File: src/rtl/s2_pkg.sv
// -----------------------------------------------------------------------------
// s2_pkg
// Shared constants for the s2 selector/arbiter stage.
//   MODE_FIXED / MODE_RR : encodings of the 'mode' input of s2_arb_mux
//   DEF_WIDTH            : default data word width in bits
//   DEF_CHANNELS         : default number of input channels (power of two, >= 2)
// -----------------------------------------------------------------------------
package s2_pkg;

  localparam logic MODE_FIXED = 1'b0;
  localparam logic MODE_RR    = 1'b1;

  localparam int DEF_WIDTH    = 5;
  localparam int DEF_CHANNELS = 4;

endpackage : s2_pkg

File: src/rtl/s2_arb_mux_rr_pick.sv
// -----------------------------------------------------------------------------
// rr_pick
// Combinational rotating-priority search. Starting at index 'base' and wrapping
// modulo CHANNELS, the first asserted bit of 'req' wins.
//   req     in  CHANNELS  request vector
//   base    in  SELW      index that receives the highest priority
//   gnt     out SELW      index of the winning request (0 when none)
//   gnt_vld out 1         at least one request is asserted
// -----------------------------------------------------------------------------
module rr_pick #(
  parameter  int CHANNELS = 4,
  localparam int SELW     = $clog2(CHANNELS)
) (
  input  logic [CHANNELS-1:0] req,
  input  logic [SELW-1:0]     base,
  output logic [SELW-1:0]     gnt,
  output logic                gnt_vld
);

  always_comb begin
    logic [SELW-1:0] idx;
    idx     = '0;
    gnt     = '0;
    gnt_vld = 1'b0;
    // CHANNELS is a power of two, so the SELW-bit add wraps for free.
    for (int i = 0; i < CHANNELS; i++) begin
      idx = base + SELW'(i);
      if (!gnt_vld && req[idx]) begin
        gnt     = idx;
        gnt_vld = 1'b1;
      end
    end
  end

endmodule : rr_pick

File: src/rtl/s2_arb_mux.sv
// -----------------------------------------------------------------------------
// s2_arb_mux
// Selects one of CHANNELS input words and registers it into a single-entry
// output stage. Selection is either a fixed channel index (sel) or round-robin
// over the valid channels. Valid/ready handshakes on every side; there is no
// skid buffer, so out_ready feeds in_ready combinationally.
//
// Ports
//   clk       in  1               rising-edge clock
//   CLR_n     in  1               synchronous active-low reset
//   mode      in  1               MODE_FIXED (0) or MODE_RR (1)
//   sel       in  SELW            channel used in fixed mode
//   flush     in  1               clears the output stage, blocks transfers
//   in_data   in  CHANNELS*WIDTH  channel i at [i*WIDTH +: WIDTH]
//   in_valid  in  CHANNELS        per-channel valid
//   in_ready  out CHANNELS        one-hot (granted channel) or zero
//   out_data  out WIDTH           registered selected word
//   out_chan  out SELW            registered source channel index
//   out_valid out 1               output stage holds a word
//   out_ready in  1               consumer accepts out_data this cycle
// -----------------------------------------------------------------------------
module s2_arb_mux
  import s2_pkg::*;
#(
  parameter  int WIDTH    = DEF_WIDTH,
  parameter  int CHANNELS = DEF_CHANNELS,
  localparam int SELW     = $clog2(CHANNELS)
) (
  input  logic                      clk,
  input  logic                      CLR_n,
  input  logic                      mode,
  input  logic [SELW-1:0]           sel,
  input  logic                      flush,
  input  logic [CHANNELS*WIDTH-1:0] in_data,
  input  logic [CHANNELS-1:0]       in_valid,
  output logic [CHANNELS-1:0]       in_ready,
  output logic [WIDTH-1:0]          out_data,
  output logic [SELW-1:0]           out_chan,
  output logic                      out_valid,
  input  logic                      out_ready
);

  // Output stage and arbitration state
  logic [WIDTH-1:0] data_p1;
  logic [SELW-1:0]  chan_p1;
  logic             vld_p1;
  logic [SELW-1:0]  ptr;      // last channel that transferred

  // Grant decision
  logic [SELW-1:0]  rr_base_p0;
  logic [SELW-1:0]  rr_gnt_p0;
  logic             rr_vld_p0;
  logic [SELW-1:0]  gnt_p0;
  logic             gnt_vld_p0;
  logic             load_p0;
  logic             xfer_p0;
  logic [WIDTH-1:0] word_p0;

  // Round-robin search starts one past the last winner.
  assign rr_base_p0 = ptr + 1'b1;

  rr_pick #(
    .CHANNELS (CHANNELS)
  ) u_rr_pick (
    .req     (in_valid),
    .base    (rr_base_p0),
    .gnt     (rr_gnt_p0),
    .gnt_vld (rr_vld_p0)
  );

  always_comb begin
    if (mode == MODE_RR) begin
      gnt_p0     = rr_gnt_p0;
      gnt_vld_p0 = rr_vld_p0;
    end else begin
      // Fixed mode looks only at the selected channel's valid.
      gnt_p0     = sel;
      gnt_vld_p0 = in_valid[sel];
    end
  end

  // The stage can take a word when empty or when its word leaves this cycle.
  assign load_p0 = !vld_p1 || out_ready;

  // A grant only exists where in_valid is set, so an offered ready is always
  // a transfer. Reset and flush both suppress it.
  assign xfer_p0 = CLR_n && !flush && load_p0 && gnt_vld_p0;

  always_comb begin
    in_ready         = '0;
    in_ready[gnt_p0] = xfer_p0;
  end

  assign word_p0 = in_data[gnt_p0*WIDTH +: WIDTH];

  // ---- stage p0 -> p1 : output register ----
  always_ff @(posedge clk) begin
    if (!CLR_n) begin
      data_p1 <= '0;
      chan_p1 <= '0;
      vld_p1  <= 1'b0;
      // Points at the last channel so the first search begins at channel 0.
      ptr     <= SELW'(CHANNELS - 1);
    end else if (flush) begin
      vld_p1  <= 1'b0;
    end else if (xfer_p0) begin
      data_p1 <= word_p0;
      chan_p1 <= gnt_p0;
      vld_p1  <= 1'b1;
      // Updated in fixed mode too, so a later switch to round-robin stays fair.
      ptr     <= gnt_p0;
    end else if (out_ready) begin
      // Drain with no replacement; data and channel keep their last value.
      vld_p1  <= 1'b0;
    end
  end

  assign out_data  = data_p1;
  assign out_chan  = chan_p1;
  assign out_valid = vld_p1;

endmodule : s2_arb_mux

File: config.mk
export PLATFORM = sky130hd
export DESIGN_NAME = s2_arb_mux
export DESIGN_NICKNAME = d
export VERILOG_FILES = /design/src/rtl/s2_pkg.sv /design/src/rtl/s2_arb_mux_rr_pick.sv /design/src/rtl/s2_arb_mux.sv
export SDC_FILE = /design/constraint.sdc
export NUM_CORES = 1
export LEC_CHECK = 0
export BUFFER_PORTS_ARGS = -buffer_cell sky130_fd_sc_hd__buf_2
export CORE_UTILIZATION = 41
export CTS_CLUSTER_SIZE = 30
export DETAILED_ROUTE_END_ITERATION = 6
export GPL_ROUTABILITY_DRIVEN = 0
export PLACE_DENSITY = 0.8
export SLEW_MARGIN = 40
export SYNTH_ARGS = -nofsm -noshare
export SYNTH_HDL_FRONTEND = slang
export SYNTH_SLANG_ARGS = --single-unit
export TNS_END_PERCENT = 10
File: constraint.sdc
create_clock -name clk -period 1.52 [get_ports clk]
set_input_delay 0.076 -clock clk [delete_from_list [all_inputs] [get_ports clk]]
set_output_delay 0.076 -clock clk [all_outputs]
set_load 0.01 [all_outputs]
After elaboration in Yosys (flattened, before gate mapping)
Cells that the tools add are included.

storage, ports and cells
  register bits = 10
  latch bits = 0
  RAM bits = 0
  memory bits (read-only) = 0
  output and inout bits = 12
  memories = 0

cells by class
  add/subtract/negate cells = 4
  $mul = 1
  divide/modulo/power cells = 0
  magnitude comparators = 7
  eq/ne operators = 0
  shift-type cells = 1
  multiplexer cells = 24
  bitwise operators = 3
  reduce and logical (&&, ||, !) cells = 16

operators by type and width
  cell                 number
  $shiftx 20x6->5      1
  $lt 2x3->1 const B   6
  $mux 1               13
  $bmux 1 s2           5
  $mux 2               5
  $logic_and 1x1->1    7
  $logic_not 1->1      5
  $mul 2x3->5 const B  1
  $add 2x1->2 const B  2
  $add 2x2->2 const B  2
  $and 4x4->4          1
  $demux 1 s2          1
  $ge 2x1->1 const B   1
  $not 1->1            2
  $reduce_and 2->1     1
  $reduce_bool 2->1    1
  $reduce_or 2->1      1
  $logic_or 1x1->1     1

Longest topological paths before layout
Gate-level depths: netlist (run 1).

  word-level depth = 19
  mapped depth = 7
  gate-level depth less buffers = 5

By module
Synthesis (run 1) repeated with hierarchy kept, for this count alone.

second synthesis, totals
  cells, all modules = 107
  area, all modules = 758.2 sq um

by module, submodules not included
  module      instances  cells each  area an instance (sq um)
  s2_arb_mux  1          92          680.7
  rr_pick     1          15          77.6

Worst setup path before layout (run 1)
OpenSTA, ideal clock, no wires.

  path type = flip-flop to output port
  start point = register ptr[0]
  end point = output in_ready[1]
  arrival = 1.400 ns
  required time = 1.444 ns
  setup slack = 0.044 ns
  cell stages (with the launch flop) = 7
  path buffers = 1
  cell sequence = dfxtp_1 nand2b_1 and3_1 or2_1 buf_2 a31o_1 nor2_1

on the way
  word-level cells in the longest chain between the ends = 19
  elaborated cells on any way between the ends = 35
  those cells by class = add/sub: 4; order compare: 2; mux: 20; bitwise: 1; reduce/logical: 8

RTL lines
  element                                                               line               text
  start: declaration                                                    s2_arb_mux.sv:47   logic [SELW-1:0] ptr;
  start signal: assignment                                              s2_arb_mux.sv:103  ptr <= SELW'(CHANNELS - 1);
  start signal: assignment                                              s2_arb_mux.sv:111  ptr <= gnt_p0;
  $add 2x1->2 *                                                         s2_arb_mux.sv:60   assign rr_base_p0 = ptr + 1'b1;
  parallel branches: the longest is 17 deep, another holds $add 2x1->2  -
  $and 4x4->4 (no source line) *                                        -
  end: declaration                                                      s2_arb_mux.sv:36   output logic [CHANNELS-1:0] in_ready,

Every way passes the cells marked *. The select of a mux whose other input is x is not followed.

Final worst setup path (run 1)
Same ends and word-level chain as after synthesis.

==> flow_metrics.tcl, run 1 <==
set metrics [dict create \
    status "complete, but fails checks" \
    violations "negative setup slack" \
    end_kind "output port" \
    antenna_cells 0 \
    path_max_fanout 4 \
    dieArea_mm2 0.00247 \
    wl_per_cell_um 14.8 \
    grt_pass1_vias 1135 \
    fmax_mhz 547 \
    core_mm2 0.00204 \
    antenna_found_initial 0 \
    yosysSeqAreaShare_pct 21.4 \
    portBuffers 42 \
    period_share_pct 120 \
    rows 16 \
    ir_drop_mv 0.657 \
    slew_viol_final 0 \
    hold_ws_ns 0.0956 \
    root_buffer "clkbuf_4" \
    path_class "register to output port" \
    final_area_mm2 0.00134 \
    drive_gt1_share_pct 42.4 \
    htreeDepth 1 \
    firstDrtPassIters 5 \
    layout_common_cells "buf_2, nand2_1, buf_4" \
    regArea_um2 201 \
    hold_path.class "input port to register" \
    insertion_delay_ns 0.26 \
    synth-seq-cells 10 \
    dp_hpwl_um 2160 \
    drtIter0Drc 93 \
    track_usage_pct 25.1 \
    multi_input_area_um2 733 \
    skew_ns 0.00802 \
    power_density_mw_per_mm2 683 \
    clk_pin_slew_worst_paths_ns 0.07 \
    max_slew_margin_pct 54.5 \
    regToRegEndpoint "out_data[1]" \
    ctsHoldBuffers 0 \
    num_io_pins 43 \
    p_leak_nw 0.622 \
    dieWidth_um 49.7 \
    nFillCells 197 \
    wirelength_um 3130 \
    clockBufferDepth 2 \
    grt_setup_unrepaired "true" \
    finalHoldViolations 0 \
    via_per_inst 6.03 \
    place_ws_ns -0.143 \
    r2r_slack_ns -0.14 \
    crit_start "ptr[0]" \
    final_common_cell "buf_2" \
    postPlaceCellArea_mm2 0.00121 \
    postRouteAntennaNets 0 \
    setup_viol 11 \
    cts.sinks 10 \
    grt-ovfl-total 0 \
    period_needed_ns 1.83 \
    timing.rr.start "ptr[0]" \
    r2r_cells 6 \
    synthesis.nets 168 \
    grt_pass1_wl_um 4950 \
    synth_area_um2 933 \
    initial_core_util_pct 45.7 \
    start_kind "register" \
    endpoint "in_ready[1]" \
    cts_tree "built" \
    tightest_slew_ns 0.681 \
    routed-via-count 1272 \
    fin_ws_ns -0.307 \
    stdcell_count 211 \
    min-delay-start "flush" \
    arrival_ns 1.75 \
    syn_area_per_cell_um2 6.81 \
    die_h_um 49.7 \
    cp.required_ns 1.44 \
    grt_start_max_net_pins 24 \
    area_delta_synth_final_pct 43.8 \
    synth.distinct_cells 29 \
    placedCellCount 205 \
    tns_ns -1.56 \
    drc 0 \
    ys_warn_count 0 \
    numCtsBuffers 3 \
    synthCells 137 \
    max_cap_violations 0 \
    nNetsFinal 216 \
]
## timing repair
item | CTS | global route
resized for setup | 5 | 14
pin swaps | 4 | 1
setup buffers | 2 | 0
endpoints found under the setup margin | 11 | 11
## layout make-up
type | count | area share (%)
Timing Repair Buffer | 57 | 24.6
Inverter | 2 | 0.559
Clock buffer | 4 | 2.70
Multi-Input combinational cell | 111 | 54.6
Sequential cell | 10 | 15.0
Tap cell | 27 | 2.52
## metrics by stage
stage,util (%),power [mW]
2_1_floorplan,-,0.495
3_3_place_gp,59.4,0.613
3_5_place_dp,59.4,0.623
4_1_cts,62.5,0.878
5_1_grt,65.7,0.964
6_report,65.7,0.917
## power breakdown
part	switching, mW	internal (mW)
clock	0.0935	0.145
combinational	0.207	0.173
sequential	0.0137	0.285
## cell families (layout without fill, tap and decap cells)
kind of cell    count (synthesis)  count (layout)  share of synthesized area [%]
compound gates                 46              46                           34.7
buf+inv                        16              63                           7.51
flops                          10              10                           21.4
mux                             1               1                           2.41
simple gates                   64              64                           33.9
## flip-flops by register name (all words and copies together) (netlist names)
name,flops
ptr,2
out_chan,2
out_valid,1
out_data,5
## Yosys cell counts (all sizes together)
library cell | count | area [µm²]
and2b | 1 | 7.51
nand2 | 16 | 60.1
a21oi | 1 | 5.00
a221oi | 1 | 8.76
o221ai | 5 | 43.8
o22ai | 1 | 6.26
buf | 8 | 40.0
and3 | 11 | 68.8
nand2b | 4 | 25.0
a221o | 1 | 10.0
inv | 2 | 7.51
nor4 | 1 | 6.26
a311o | 1 | 10.0
clkbuf | 6 | 22.5
a211oi | 10 | 75.1
nor2b | 2 | 12.5
o21ai | 12 | 60.1
mux4 | 1 | 22.5
dfxtp | 10 | 200
nand3 | 7 | 35.0
a21boi | 2 | 15.0
nor3 | 11 | 55.1
a31oi | 1 | 6.26
nor2 | 9 | 33.8
a22oi | 10 | 75.1
a31o | 1 | 8.76
or2 | 2 | 12.5
## worst max-delay path, stage by stage (launching register included)
cell	delay, ns
dfxtp_2	0.32
and2b_1	0.22
o22ai_1	0.09
a221o_1	0.32
or2_4	0.26
nor2_1	0.11
buf_2	0.16
## worst min-delay path by stage
stage / slack (ns) / cells after the start / endpoint
2_1_floorplan: 0.25 / 3 / out_valid
3_3_place_gp: 0.34 / 4 / out_valid
3_5_place_dp: 0.36 / 3 / out_valid
4_1_cts: 0.08 / 3 / out_valid
5_1_grt: 0.14 / 3 / out_valid
6_report: 0.1 / 3 / out_valid
## routing by layer
layer / vias up / share of wire, % / track usage [%] / wire length, µm
met1: 586 / 41 / 31.4 / 1290
met4: 0 / 1.1 / 5.24 / 34
li1: 611 / - / - / -
met3: 6 / 8.7 / 7.10 / 271
met5: - / 0 / 0 / 0
met2: 69 / 49 / 42.3 / 1530
Note: power is estimated with default switching activity, not from simulation.
==> run 2, diff against run 1 <==
--- a/config.mk
+++ b/config.mk
@@ -5,12 +5,14 @@
 export SDC_FILE = /design/constraint.sdc
 export NUM_CORES = 1
 export LEC_CHECK = 0
+export ABC_AREA = 1
 export BUFFER_PORTS_ARGS = -buffer_cell sky130_fd_sc_hd__buf_2
-export CORE_UTILIZATION = 41
+export CORE_ASPECT_RATIO = 1.5
+export CORE_UTILIZATION = 42
 export CTS_CLUSTER_SIZE = 30
 export DETAILED_ROUTE_END_ITERATION = 6
 export GPL_ROUTABILITY_DRIVEN = 0
-export PLACE_DENSITY = 0.8
+export PLACE_DENSITY = 0.82
 export SLEW_MARGIN = 40
 export SYNTH_ARGS = -nofsm -noshare
 export SYNTH_HDL_FRONTEND = slang
==> run 2 against run 1 <==
The flow still finishes with violations (negative setup slack); design area is 6.9% higher; critical path depth up 8; core utilization up 3.3 points; via count grew 0.47%; synthesized cell count increased by 18%; worst hold slack improved by 0.0079 ns; sequential share of layout area down 0.88 points; clock power decreased by 26%; total power rose by 14%; setup slack worse by 0.14 ns; combinational power up 53%; synthesized area rose by 1.1%; critical endpoint is now in_ready[0]; largest power group unchanged; highest routed layer unchanged.
==> flow_metrics.tcl, run 2 <==
set metrics [dict create \
    holdPathEnd "out_valid" \
    drive_gt1_share_pct 49.3 \
    r2r_cells 18 \
    antenna_cells 0 \
    routed-via-count 1278 \
    arrival_ns 1.89 \
    tns_ns -3.90 \
    setup_viol 14 \
    internal-power_mw 0.621 \
    pwr-share-clk_pct 16.7 \
    p_leak_nw 0.793 \
    num_io_pins 43 \
    synth_most_common_cell "nand2_1" \
    nNetsFinal 256 \
    grt_start_max_net_pins 14 \
    die_h_um 60.0 \
    postRouteAntennaNets 0 \
    tightest_slew_ns 0.329 \
    max_cap_violations 0 \
    final_common_cell "buf_2" \
    seqPwrFrac_pct 28.0 \
    clockBufferDepth 2 \
    dieWidth_um 40.7 \
    track_usage_pct 24.6 \
    synth-async-reset-ratio_pct 0 \
    layout_common_cells "buf_2, nand2_1, nand2_2, nand3_1, nor2_1" \
    dieArea_mm2 0.00244 \
    synthesis.nets 192 \
    cts.sinks 10 \
    core_mm2 0.00208 \
    synth.distinct_cells 26 \
    cp.required_ns 1.44 \
    multi_input_area_um2 698 \
    drc 0 \
    numCtsBuffers 3 \
    synth_common_cells "nand2_1, nand3_1, nor2_1" \
    cts_tree "built" \
    yosysSeqAreaShare_pct 21.2 \
    synthFlopType "dfxtp_1" \
    nFillCells 177 \
    hold_path.class "input port to register" \
    grt-ovfl-total 0 \
    ys_warn_count 0 \
    min-delay-start "flush" \
    period_share_pct 130 \
    area_delta_synth_final_pct 52.1 \
    synth_top_area_share_pct 21.2 \
    grt_pass1_wl_um 4320 \
    drtIter0Drc 26 \
    synth_area_um2 943 \
    slew_viol_final 0 \
    whs_path_depth 3 \
    p_switching_mw 0.429 \
    synth_top_area_cell "dfxtp_1" \
    wirelength_um 2840 \
    hold_ws_ns 0.103 \
    path_max_fanout 9 \
    r2r_slack_ns -0.40 \
    htreeDepth 1 \
    synthCells 161 \
    wl_per_cell_um 11.6 \
    rows 20 \
    path_class "register to output port" \
    via_per_inst 5.22 \
    crit_start "ptr[0]" \
    pwr-share-comb_pct 55.2 \
    insertion_delay_ns 0.26 \
    timing.rr.start "ptr[0]" \
    end_kind "output port" \
    clk_pin_slew_worst_paths_ns 0.06 \
    final_area_mm2 0.00144 \
    max_slew_margin_pct 77.9 \
    regToRegEndpoint "out_data[1]" \
    status "complete, but fails checks" \
    violations "negative setup slack" \
    largest_reg_flops 5 \
    root_buffer "clkbuf_4" \
    ir_drop_mv 0.533 \
    synth-seq-cells 10 \
    start_kind "register" \
    dp_hpwl_um 2010 \
    firstDrtPassIters 4 \
    skew_ns 0.00465 \
    initial_core_util_pct 45.4 \
    swShare_pct 40.8 \
    synth_area_leaders "dfxtp_1, nand2_1, nand3_1" \
    syn_area_per_cell_um2 5.86 \
    period_needed_ns 1.97 \
    fin_ws_ns -0.449 \
    regArea_um2 203 \
    power_density_mw_per_mm2 731 \
    portBuffers 42 \
    grt_pass1_vias 1146 \
    postPlaceCellArea_mm2 0.00127 \
    fmax_mhz 508 \
    grt_setup_unrepaired "true" \
    antenna_found_initial 0 \
    synth-edff-count 0 \
    finalHoldViolations 0 \
]
run 2: timing repair:
action | in CTS | in global routing
setup buffers | 5 | 1
hold buffers | 0 | 0
pin swaps | 9 | 5
gates resized for setup | 20 | 8
setup endpoints to repair | 14 | 14
run 2: power groups by stage:
stage          Combinational, mW  Clock (mW)  Sequential (mW)
2_1_floorplan              0.316           0            0.305
3_3_place_gp               0.455           0            0.299
3_5_place_dp               0.461           0            0.299
4_1_cts                    0.546       0.176            0.294
5_1_grt                    0.629       0.185            0.297
6_report                   0.580       0.176            0.294
run 2: final cells by class:
type,count,share of cell area (%)
Multi-Input combinational cell,128,48.6
Timing Repair Buffer,63,27.4
Sequential cell,10,14.1
Inverter,19,6.36
Tap cell,22,1.92
Clock buffer,3,1.57
run 2: routing by layer:
metal | vias to the layer above | track usage [%] | share of wire (%)
met3 | 11 | 2.97 | 5.2
met1 | 565 | 26.1 | 38
met4 | 0 | 7.62 | 2.8
li1 | 643 | - | -
met2 | 59 | 46.5 | 54
met5 | - | 0 | 0
run 2: stage by stage:
step / power, mW / util, % / cells / setup slack (ns)
after global placement: 0.754 / 61.0 / 236 / -0.324
after global routing: 1.11 / 69.1 / 245 / -0.549
after CTS: 1.02 / 67.5 / 244 / -0.418
final: 1.05 / 69.1 / 245 / -0.449
after floorplan: 0.621 / - / 161 / -0.101
after detailed placement: 0.760 / 61.0 / 236 / -0.363
run 2: cells by family after synthesis:
logic type      Yosys count  share of synthesized area, %
compound gates           13                          8.62
simple gates            115                          57.3
flops                    10                          21.2
buf+inv                  23                          12.9
run 2: critical path: stages (launching register included):
cell and delay, ns:
dfxtp_2 0.34, buf_12 0.12, inv_8 0.05, nand2_2 0.06, nand2_2 0.07, nand2_2 0.10, nand2_4 0.07, nor2_4 0.12
nand3_1 0.08, nand2_1 0.08, nand2_2 0.09, nand2_8 0.10, inv_8 0.04, nor3_2 0.16, buf_2 0.16
run 2: worst max-delay path by stage:
stage	slack [ns]	end	depth (start not counted)
after detailed placement	-0.36	out_data[0]	16
after global placement	-0.32	out_data[0]	15
final	-0.45	in_ready[0]	14
after CTS	-0.42	in_ready[3]	15
after global routing	-0.55	in_ready[3]	13
after floorplan	-0.10	out_data[2]	17
